--- src/rtl/mda_char_overlay.sv ---
// MDA character overlay: captures ISA POST codes and shows them as hex digits
// over a fixed run of text cells. Until the first VRAM write it also shows a
// blank fill, and it generates the cursor and character blink phases.
module mda_char_overlay #(
   parameter int          OVL_BYTES    = 1,
   parameter logic [13:0] OVL_POS      = 14'd78,
   parameter logic [19:0] POST_PORT    = 20'h00080,
   parameter logic [7:0]  BLANK_CHAR   = 8'h20,
   parameter logic [7:0]  BLANK_ATTR   = 8'h18,
   parameter logic [7:0]  OVL_ATTR     = 8'h70,
   parameter int          BLINK_FRAMES = 16,
   parameter int          HIDE_FRAMES  = 0
) (
   input  logic        clk,
   input  logic        rst_l,
   input  logic [19:0] bus_a,
   input  logic        bus_aen,
   input  logic        bus_iow_l,
   input  logic        bus_memw_l,
   input  logic [7:0]  bus_d,
   input  logic        vram_cs,
   input  logic        vsync,
   input  logic [13:0] crtc_addr,
   input  logic        vram_read_char,
   input  logic        vram_read_att,
   input  logic [7:0]  vram_data,
   output logic [7:0]  char_data,
   output logic        blink_cursor,
   output logic        blink_char,
   output logic        post_code_present
);

   localparam int HW   = OVL_BYTES * 8;
   localparam int NDIG = 2 * OVL_BYTES;
   localparam int BW   = $clog2(BLINK_FRAMES);
   localparam int TW   = (HIDE_FRAMES > 0) ? $clog2(HIDE_FRAMES + 1) : 1;

   logic          iow_q, iow_d, memw_q, memw_d, vsync_q, vsync_d;
   logic [HW-1:0] hist_q, hist_d;
   logic          present_q, present_d, vram_wr_q, vram_wr_d;
   logic [BW-1:0] bcnt_q, bcnt_d;
   logic          bcur_q, bcur_d, bchr_q, bchr_d;
   logic [TW-1:0] hide_q, hide_d;

   logic          iow_ev, memw_ev, tick, post_wr, visible, in_ovl;
   logic [13:0]   off;
   logic [2:0]    dig;
   logic [3:0]    nib;
   logic [7:0]    hex;

   // Event detection and next-state for history, flags, blink and hide timer
   always_comb begin
      iow_ev    = iow_q & ~bus_iow_l;
      memw_ev   = memw_q & ~bus_memw_l;
      tick      = vsync & ~vsync_q;
      post_wr   = iow_ev & ~bus_aen & (bus_a == POST_PORT);

      iow_d     = bus_iow_l;
      memw_d    = bus_memw_l;
      vsync_d   = vsync;
      hist_d    = hist_q;
      present_d = present_q;
      vram_wr_d = vram_wr_q;
      bcnt_d    = bcnt_q;
      bcur_d    = bcur_q;
      bchr_d    = bchr_q;
      hide_d    = hide_q;

      // newest byte enters at the LSB, oldest falls off the MSB
      if (post_wr) begin
         hist_d    = HW'({hist_q, bus_d});
         present_d = 1'b1;
      end
      if (memw_ev && vram_cs) vram_wr_d = 1'b1;

      // character phase flips on each cursor 1->0 transition
      if (tick) begin
         if (bcnt_q == BW'(BLINK_FRAMES - 1)) begin
            bcnt_d = '0;
            bcur_d = ~bcur_q;
            if (bcur_q) bchr_d = ~bchr_q;
         end else begin
            bcnt_d = bcnt_q + 1'b1;
         end
      end

      // a POST capture restarts the timer even when a frame tick lands too
      if (HIDE_FRAMES != 0) begin
         if (post_wr)
            hide_d = '0;
         else if (tick && hide_q != TW'(HIDE_FRAMES))
            hide_d = hide_q + 1'b1;
      end
   end

   // State registers; strobe edge regs idle high so reset never fakes an event
   always_ff @(posedge clk or negedge rst_l) begin
      if (!rst_l) begin
         iow_q     <= 1'b1;
         memw_q    <= 1'b1;
         vsync_q   <= 1'b0;
         hist_q    <= '0;
         present_q <= 1'b0;
         vram_wr_q <= 1'b0;
         bcnt_q    <= '0;
         bcur_q    <= 1'b0;
         bchr_q    <= 1'b0;
         hide_q    <= '0;
      end else begin
         iow_q     <= iow_d;
         memw_q    <= memw_d;
         vsync_q   <= vsync_d;
         hist_q    <= hist_d;
         present_q <= present_d;
         vram_wr_q <= vram_wr_d;
         bcnt_q    <= bcnt_d;
         bcur_q    <= bcur_d;
         bchr_q    <= bchr_d;
         hide_q    <= hide_d;
      end
   end

   // Zero-latency pixel byte select: overlay, then blank fill, then VRAM
   always_comb begin
      visible = present_q && ((HIDE_FRAMES == 0) || (hide_q < TW'(HIDE_FRAMES)));
      off     = crtc_addr - OVL_POS;
      in_ovl  = (crtc_addr >= OVL_POS) && (off < 14'(NDIG));
      dig     = off[2:0];
      // digit 0 is the top nibble of the oldest byte
      nib     = 4'(hist_q >> {3'(NDIG - 1) - dig, 2'b00});
      hex     = (nib < 4'd10) ? (8'h30 + {4'h0, nib}) : (8'h37 + {4'h0, nib});

      char_data = vram_data;
      if (visible && in_ovl && vram_read_char)
         char_data = hex;
      else if (visible && in_ovl && vram_read_att)
         char_data = OVL_ATTR;
      else if (!vram_wr_q && vram_read_char)
         char_data = BLANK_CHAR;
      else if (!vram_wr_q && vram_read_att)
         char_data = BLANK_ATTR;
   end

   assign blink_cursor      = bcur_q;
   assign blink_char        = bchr_q;
   assign post_code_present = present_q;

endmodule

--- config.mk ---
export PLATFORM = sky130hd
export DESIGN_NAME = mda_char_overlay
export DESIGN_NICKNAME = d
export VERILOG_FILES = /design/src/rtl/mda_char_overlay.sv
export SDC_FILE = /design/constraint.sdc
export NUM_CORES = 1
export LEC_CHECK = 0
export ABC_AREA = 0
export CELL_PAD_IN_SITES_DETAIL_PLACEMENT = 1
export CELL_PAD_IN_SITES_GLOBAL_PLACEMENT = 2
export CORE_MARGIN = 1
export CORE_UTILIZATION = 22
export DETAILED_ROUTE_END_ITERATION = 7
export PLACE_DENSITY_LB_ADDON = 0.1
export SLEW_MARGIN = 20
export SYNTH_ARGS = -nofsm -noshare
export SYNTH_HDL_FRONTEND = slang
export SYNTH_SLANG_ARGS = --single-unit
--- constraint.sdc ---
create_clock -name clk -period 3 [get_ports clk]
set_input_delay 0.45 -clock clk [delete_from_list [all_inputs] [get_ports clk]]
set_output_delay 0.45 -clock clk [all_outputs]
set_load 0.005 [all_outputs]
==> run metrics <==
run status=complete, no violations; full die area=0.00648 mm^2; crit-path leading delay family=buffers and inverters; initial antenna violation count=0; TritonCTS buffer count=3; Via Count=around 1600; Routed Antenna Nets=0; nets@finish=approximately 320; H-tree depth=1; chip width=80.5 um; max_cap viols=0; multi-input logic area=953 um^2; post-synth top area share=31.4%; async set-reset flop share out of synthesis=100%; Yosys reg bits=19; CP Class=in2out; worst slew pin tran=0.856 ns; Routed wire per std cell=14.4 um; Detail Placement HPWL=3.71 mm; final routed DRC violation total=0; layout cell share with drive strength beyond 1=a little under a third; post-synth top area cell=dfrtp_1; fin. max-slew vios=0; # port buffers=69; crit-path max FO=3; vias per cell=4.73; num rows=28; endpoints failing hold=0; slowest stage delay, CP=~0.52 ns; normalized max-slew margin=between 40% and 50%; final WL=4.74 mm; Clock Tree Buf Depth=2; r2r setup slk=1.36 ns; ranking of synthesized cells by area=dfrtp_1 (31%), mux2_2 (9.1%), nand2_1 (4.2%); fin area=0.00250 mm^2; crit path DAT=between 2 and 2.5 ns; Startpoint Class=primary input; Buf+Inv Stages, Crit Path=4; Seq. cell area=478 um^2; Post-synth EDFFs=0; Lkg Pwr=~1.1 nW; Remaining Overflow, GRT=0; core area=0.00592 mm^2; largest net degree at the start of global routing=20; CP endpoint kind=primary output; first-pass GRT wire length=7.36 mm; placed cells=around 310; P&R area growth vs syn=84.5%; starting density of the core=between 20% and 30%; CTS sink cnt=19; First-pass DRT Iterations=4; Post-Synthesis Cells=150; vias in the first global route=1675; Hold WC Path Type=reg2reg; period utilisation layout=97.8%; fill count=~690; CTS root buffer=clkbuf_8; IO Count=70; Mean Syn Cell Area=9.03 um^2; syn nets=212; Synth cell types=44; maximum VDD drop=0.000274 V; Worst Path Required=2.55 ns; ys flop type=dfrtp_1; Yosys warnings=0; fin crit period=2.93 ns; Max Freq=~340 MHz; final setup violating endpoints=0; placed cell area=0.00229 mm^2; slowest CP cell=clkdlybuf4s50_1; Layout Cells excl Fill=329; Syn Std Cell Area=0.00136 mm^2; sequential area share after synthesis=35.3%; gr usage total=between 10% and 20%; CTS tree=built; pwr/cell area=299 mW/mm^2; RePlAce Congestion=0.856; Post-Route Utilization=around 42%; CP cell instances=clkdlybuf4s50_1, nor3b_2, nand4_1, a21boi_2, o2111ai_4, buf_6, or2_4, buf_4, o22ai_1, buf_2; worst clock skew=0.00242 ns; n_diodes=0; Final Total Pwr=0.000747 W; die outline height=80.5 um; 1st-iter DRT viols=19; clk_lat worst skew=0.26 ns; clock slew at reported path FFs=0.08 ns; Hold Buf Count CTS=0
==> synth_stat cells (3+ instances only) <==
library cell  instances
o21ai_0               9
nand4_1               4
a211oi_1              4
a21oi_1               4
o22ai_1               3
nand2_1              15
mux2_2               11
ha_1                  3
nor2b_1               5
nand3_1               4
dfrtp_1              17
mux2i_1               5
nor2_1               12
inv_1                 7
xnor2_1               4
nor4_1                4
nand2b_1              3
==> stage by stage <==
step           TNS (ns)  setup slack, ns  hold slack [ns]
2_1_floorplan         0            0.501            0.154
3_3_place_gp      -4.71           -0.625            0.463
3_5_place_dp      -5.68           -0.766            0.467
4_1_cts          -0.314           -0.164            0.484
5_1_grt         -0.0374          -0.0153            0.505
6_report              0           0.0669            0.480
==> what timing repair did <==
action	in CTS	in global routing
pin swaps	14	8
resized for setup	47	19
setup endpoints to repair	8	8
buffers inserted	6	6
==> kinds of logic after synthesis <==
kind of cell | after synthesis | share of synthesized area, %
buf+inv | 9 | 2.49
xor+xnor | 5 | 3.23
fa+ha+maj | 3 | 2.77
flops | 19 | 35.3
mux | 16 | 12.8
compound gates | 39 | 20.8
simple gates | 59 | 22.6
==> layout by cell type (no fill, tap or decap), types with 2 or more instances in the layout <==
master           count
ha_1                 2
clkbuf_2             5
nor2_1              12
dfstp_2              2
or2_2                2
nand3_1              4
nor4_1               4
buf_4               30
nand4_1              4
o211ai_1             2
dfrtp_1             17
xnor2_1              4
nand2_1             15
a211o_1              2
a211oi_2             2
o21a_1               2
o21bai_1             2
o22ai_1              2
clkdlybuf4s50_1     50
mux2_2              11
nand2b_1             3
a21oi_1              3
buf_6                3
inv_1                7
o21ai_0              8
dlymetal6s2s_1       3
dlygate4sd2_1        6
nor4b_1              2
buf_2                5
mux2i_1              5
clkbuf_8             3
nor3_1               2
nor2b_1              5
==> power by group <==
group | switching [W] | leakage (nW) | internal [W]
registers | 0.0000324 | 0.243 | 0.000289
clock network | 0.0000919 | 0.0217 | 0.0000936
logic | 0.0000945 | 0.806 | 0.000146
total | 0.000219 | 1.07 | 0.000529
==> per-layer routing <==
metal / routed length, um / up-vias / global-route usage, %
met5: 0 / - / 0
met4: 40 / 0 / 2.14
met3: 349 / 4 / 3.64
met2: 2500 / 53 / 27.5
met1: 1850 / 738 / 16.6
li1: - / 761 / -
==> cell type report <==
| class | count | area share [%] |
|---|---|---|
| multi-input combinational | 122 | 38.1 |
| timing repair buffer | 102 | 36.0 |
| sequential | 19 | 19.1 |
| tap | 75 | 3.75 |
| clock buffer | 3 | 1.65 |
| inverter | 7 | 1.05 |
| clock inverter | 1 | 0.300 |
==> state kept, by name, indices dropped and copies added, names as in the netlist <==
| register | cells |
|---|---|
| blink_char | 1 |
| vram_wr_q | 1 |
| blink_cursor | 1 |
| post_code_present | 1 |
| iow_q | 1 |
| vsync_q | 1 |
| bcnt_q | 4 |
| memw_q | 1 |
| hist_q | 8 |
==> final timing paths <==
path,startpoint,endpoint,cells after the start
max in group asynchronous,rst_l,hist_q[5]$_DFFE_PN0P_,1
worst min register to register,blink_char$_DFFE_PN0P_,blink_char$_DFFE_PN0P_,1
worst max-delay path,crtc_addr[13],char_data[1],10
worst min-delay path,blink_char$_DFFE_PN0P_,blink_char$_DFFE_PN0P_,1
min in group asynchronous,rst_l,vram_wr_q$_DFFE_PN0P_,1
worst max register to register,iow_q$_DFF_PN1_,hist_q[6]$_DFFE_PN0P_,5
(Power assumes the default switching activity.)
==> RTL change, RTL diff (config.mk and constraints unchanged) <==
The parameter `BLINK_FRAMES` goes from 16 to 32.
--- a/src/rtl/mda_char_overlay.sv
+++ b/src/rtl/mda_char_overlay.sv
@@ -8,7 +8,7 @@
    parameter logic [7:0]  BLANK_CHAR   = 8'h20,
    parameter logic [7:0]  BLANK_ATTR   = 8'h18,
    parameter logic [7:0]  OVL_ATTR     = 8'h70,
-   parameter int          BLINK_FRAMES = 16,
+   parameter int          BLINK_FRAMES = 32,
    parameter int          HIDE_FRAMES  = 0
 ) (
    input  logic        clk,
Formal check against the unedited RTL: same outputs for any inputs over 10 cycles, from zero or initial values and one cycle with rst_l low; that may be too few to reach the edited logic, so the function may still have changed.
==> RTL change against the unedited design <==
- setup slack better by 33 ps
- critical path type unchanged
- synthesized area is 0.65% higher
- die area up 0.63%
- design area fell by 1.2%
- routed wire length decreased by 2.9%
- sequential cell count grew 1
- synthesized cell count shrank 6.7%
- global-route usage shrank 0.19 points
- total power shrank 2.5%
- worst hold slack got worse by 6.8 ps
- highest routed layer is now met3
- non-clock buffer count decreased by 8
- critical endpoint unchanged
==> RTL change: results (changes against the unedited design) <==
- Status: complete, no violations
- Global-route wire length before repair: 7290 um (-0.94%)
- Met2 Use GR: 0.290 (+0.0144)
- Gpl congestion: 0.782 (-8.6%)
- Share of post-route cells with drive strength above 1: 0.323 (+0.0163)
- Synth cell types: 46 (+4.5%)
- GRT Util Overall: 0.144 (-0.00185)
- Inst Count DP: 301 (-3.8%)
- Largest regs: hist_q: 8 flops, bcnt_q: 5 flops
- Slowest cell delay on critical path: 340 ps (-180 ps)
- Seq/Total Area, Yosys: 0.369 (+0.0161)
- First-iteration detailed-routing DRC count: 12 (-7)
- CTS H-tree lvls: 1 (unchanged)
- Placement Cell Area: 0.00229 mm^2 (about the same)
- Global-route met1 utilization: 0.159 (-0.00687)
- Vias in the first global route: 1638 (-2.2%)
- Hold crit path type: flip-flop to flip-flop
- CTS clk-pin slew, worst paths: 70 ps
- Slew at the pin closest to its max-slew limit: 917 ps (+60.9 ps)
- CP Max Fanout: 4 (+1)
- Met3 GRT Util: 0.0281 (-0.00827)
- CTS Root Cell: clkbuf_8
- Layout Cells excl Fill: 310 (-5.8%)
- PortBufs: 69 (unchanged)
- Diodes inserted: 0 (unchanged)
- Critical path's top delay family: compound AO/OA/AOI/OAI gates
- Layout fillers: 683 (-1.6%)
- Pin count of the biggest net entering global routing: 21 (+5.0%)
- Routed wire length: 4600 um (-2.9%)
- Post-Syn Nets: 203 (-4.2%)
- CP Data Arrival Time: 2450 ps (-30 ps)
- Clock Path Buffers: 2 (unchanged)
- Skew final: 3.51 ps (+1.10 ps)
- Clock Latency Late Sink: 260 ps (about the same)
- Initial antenna violation count: 0 (unchanged)
- Crit-path slowest cell: a211o_1
- FFs w/ async S/R, synth: 1.00 (unchanged)
- Post-synth top cells: nand2_1, dfrtp_1, mux2_2
- Dpl hpwl: 3670 um (-1.1%)
- Via count: 1455 (-6.5%)
- Leakage: 1.06 nW (-0.97%)
- YS warnings: 0 (unchanged)
- Drt first pass iters: 3 (-1)
- Ys flop type: dfrtp_1
- Max VDD drop: 0.266 mV (-2.8%)
- Synth top area cells: dfrtp_1, mux2_2, nand2_1
- Synthesized area per cell: 9.74 um^2 (+7.8%)
- CTS Buf Count: 3 (unchanged)
-- RTL change: metrics by stage --
stage                     setup slack, ps  power, mW
after detailed placement             -687      0.552
after global placement               -662      0.543
final                                99.8      0.729
after floorplan                       366      0.399
after CTS                            11.0      0.734
after global routing                -26.4      0.776
-- RTL change: path summary, 6_finish.rpt --
| check | from | endpoint | slack [ps] | cells after the start |
|---|---|---|---|---|
| max | crtc_addr[1] | char_data[1] | 100 | 11 |
| min | blink_char | blink_char | 470 | 1 |
| max reg2reg | iow_q | hist_q[6] | 1360 | 5 |
| min reg2reg | blink_char | blink_char | 470 | 1 |
| max in group asynchronous | rst_l | bcnt_q[2] | 1730 | 1 |
| min in group asynchronous | rst_l | hist_q[6] | 710 | 1 |
-- RTL change: area by class of cell --
| type | instances | area, um^2 | share of cell area |
|---|---|---|---|
| Multi-Input combinational cell | 112 | 935 | 0.378 |
| Timing Repair Buffer | 94 | 876 | 0.354 |
| Sequential cell | 20 | 503 | 0.204 |
| Tap cell | 75 | 93.8 | 0.0380 |
| Clock buffer | 3 | 41.3 | 0.0167 |
| Inverter | 6 | 22.5 | 0.00911 |
-- RTL change: what timing repair did --
| item | in CTS | in global routing |
|---|---|---|
| gates resized for setup | 52 | 27 |
| pin swaps | 17 | 13 |
| setup buffers | 5 | 1 |
| endpoints found under the setup margin | 8 | 8 |
-- RTL change: cell families (layout without fill, tap and decap cells) --
group	Yosys count	in the layout	share of synthesized area
xor+xnor	5	5	0.0321
compound gates	29	29	0.174
flops	20	20	0.369
simple gates	59	59	0.239
mux	15	15	0.121
fa+ha+maj	4	4	0.0367
buf+inv	8	103	0.0275
-- RTL change: worst register-to-register path: cells and delay by family (launching register included) --
| kind | cells | cell delay (ps) |
|---|---|---|
| muxes | 1 | 340 |
| and+or+nand+nor | 3 | 480 |
| DFF | 1 | 520 |
| buffers and inverters | 1 | 180 |
-- RTL change: layer usage --
| layer | vias up | share of wire |
|---|---|---|
| met5 | - | 0 |
| met4 | 0 | 0 |
| met3 | 0 | 0.055 |
| met2 | 39 | 0.55 |
| met1 | 705 | 0.40 |
| li1 | 711 | - |
-- RTL change: power breakdown --
group	internal, mW	total (mW)	switching [mW]
logic	0.142	0.231	0.0890
registers	0.301	0.325	0.0243
clock network	0.0894	0.173	0.0836
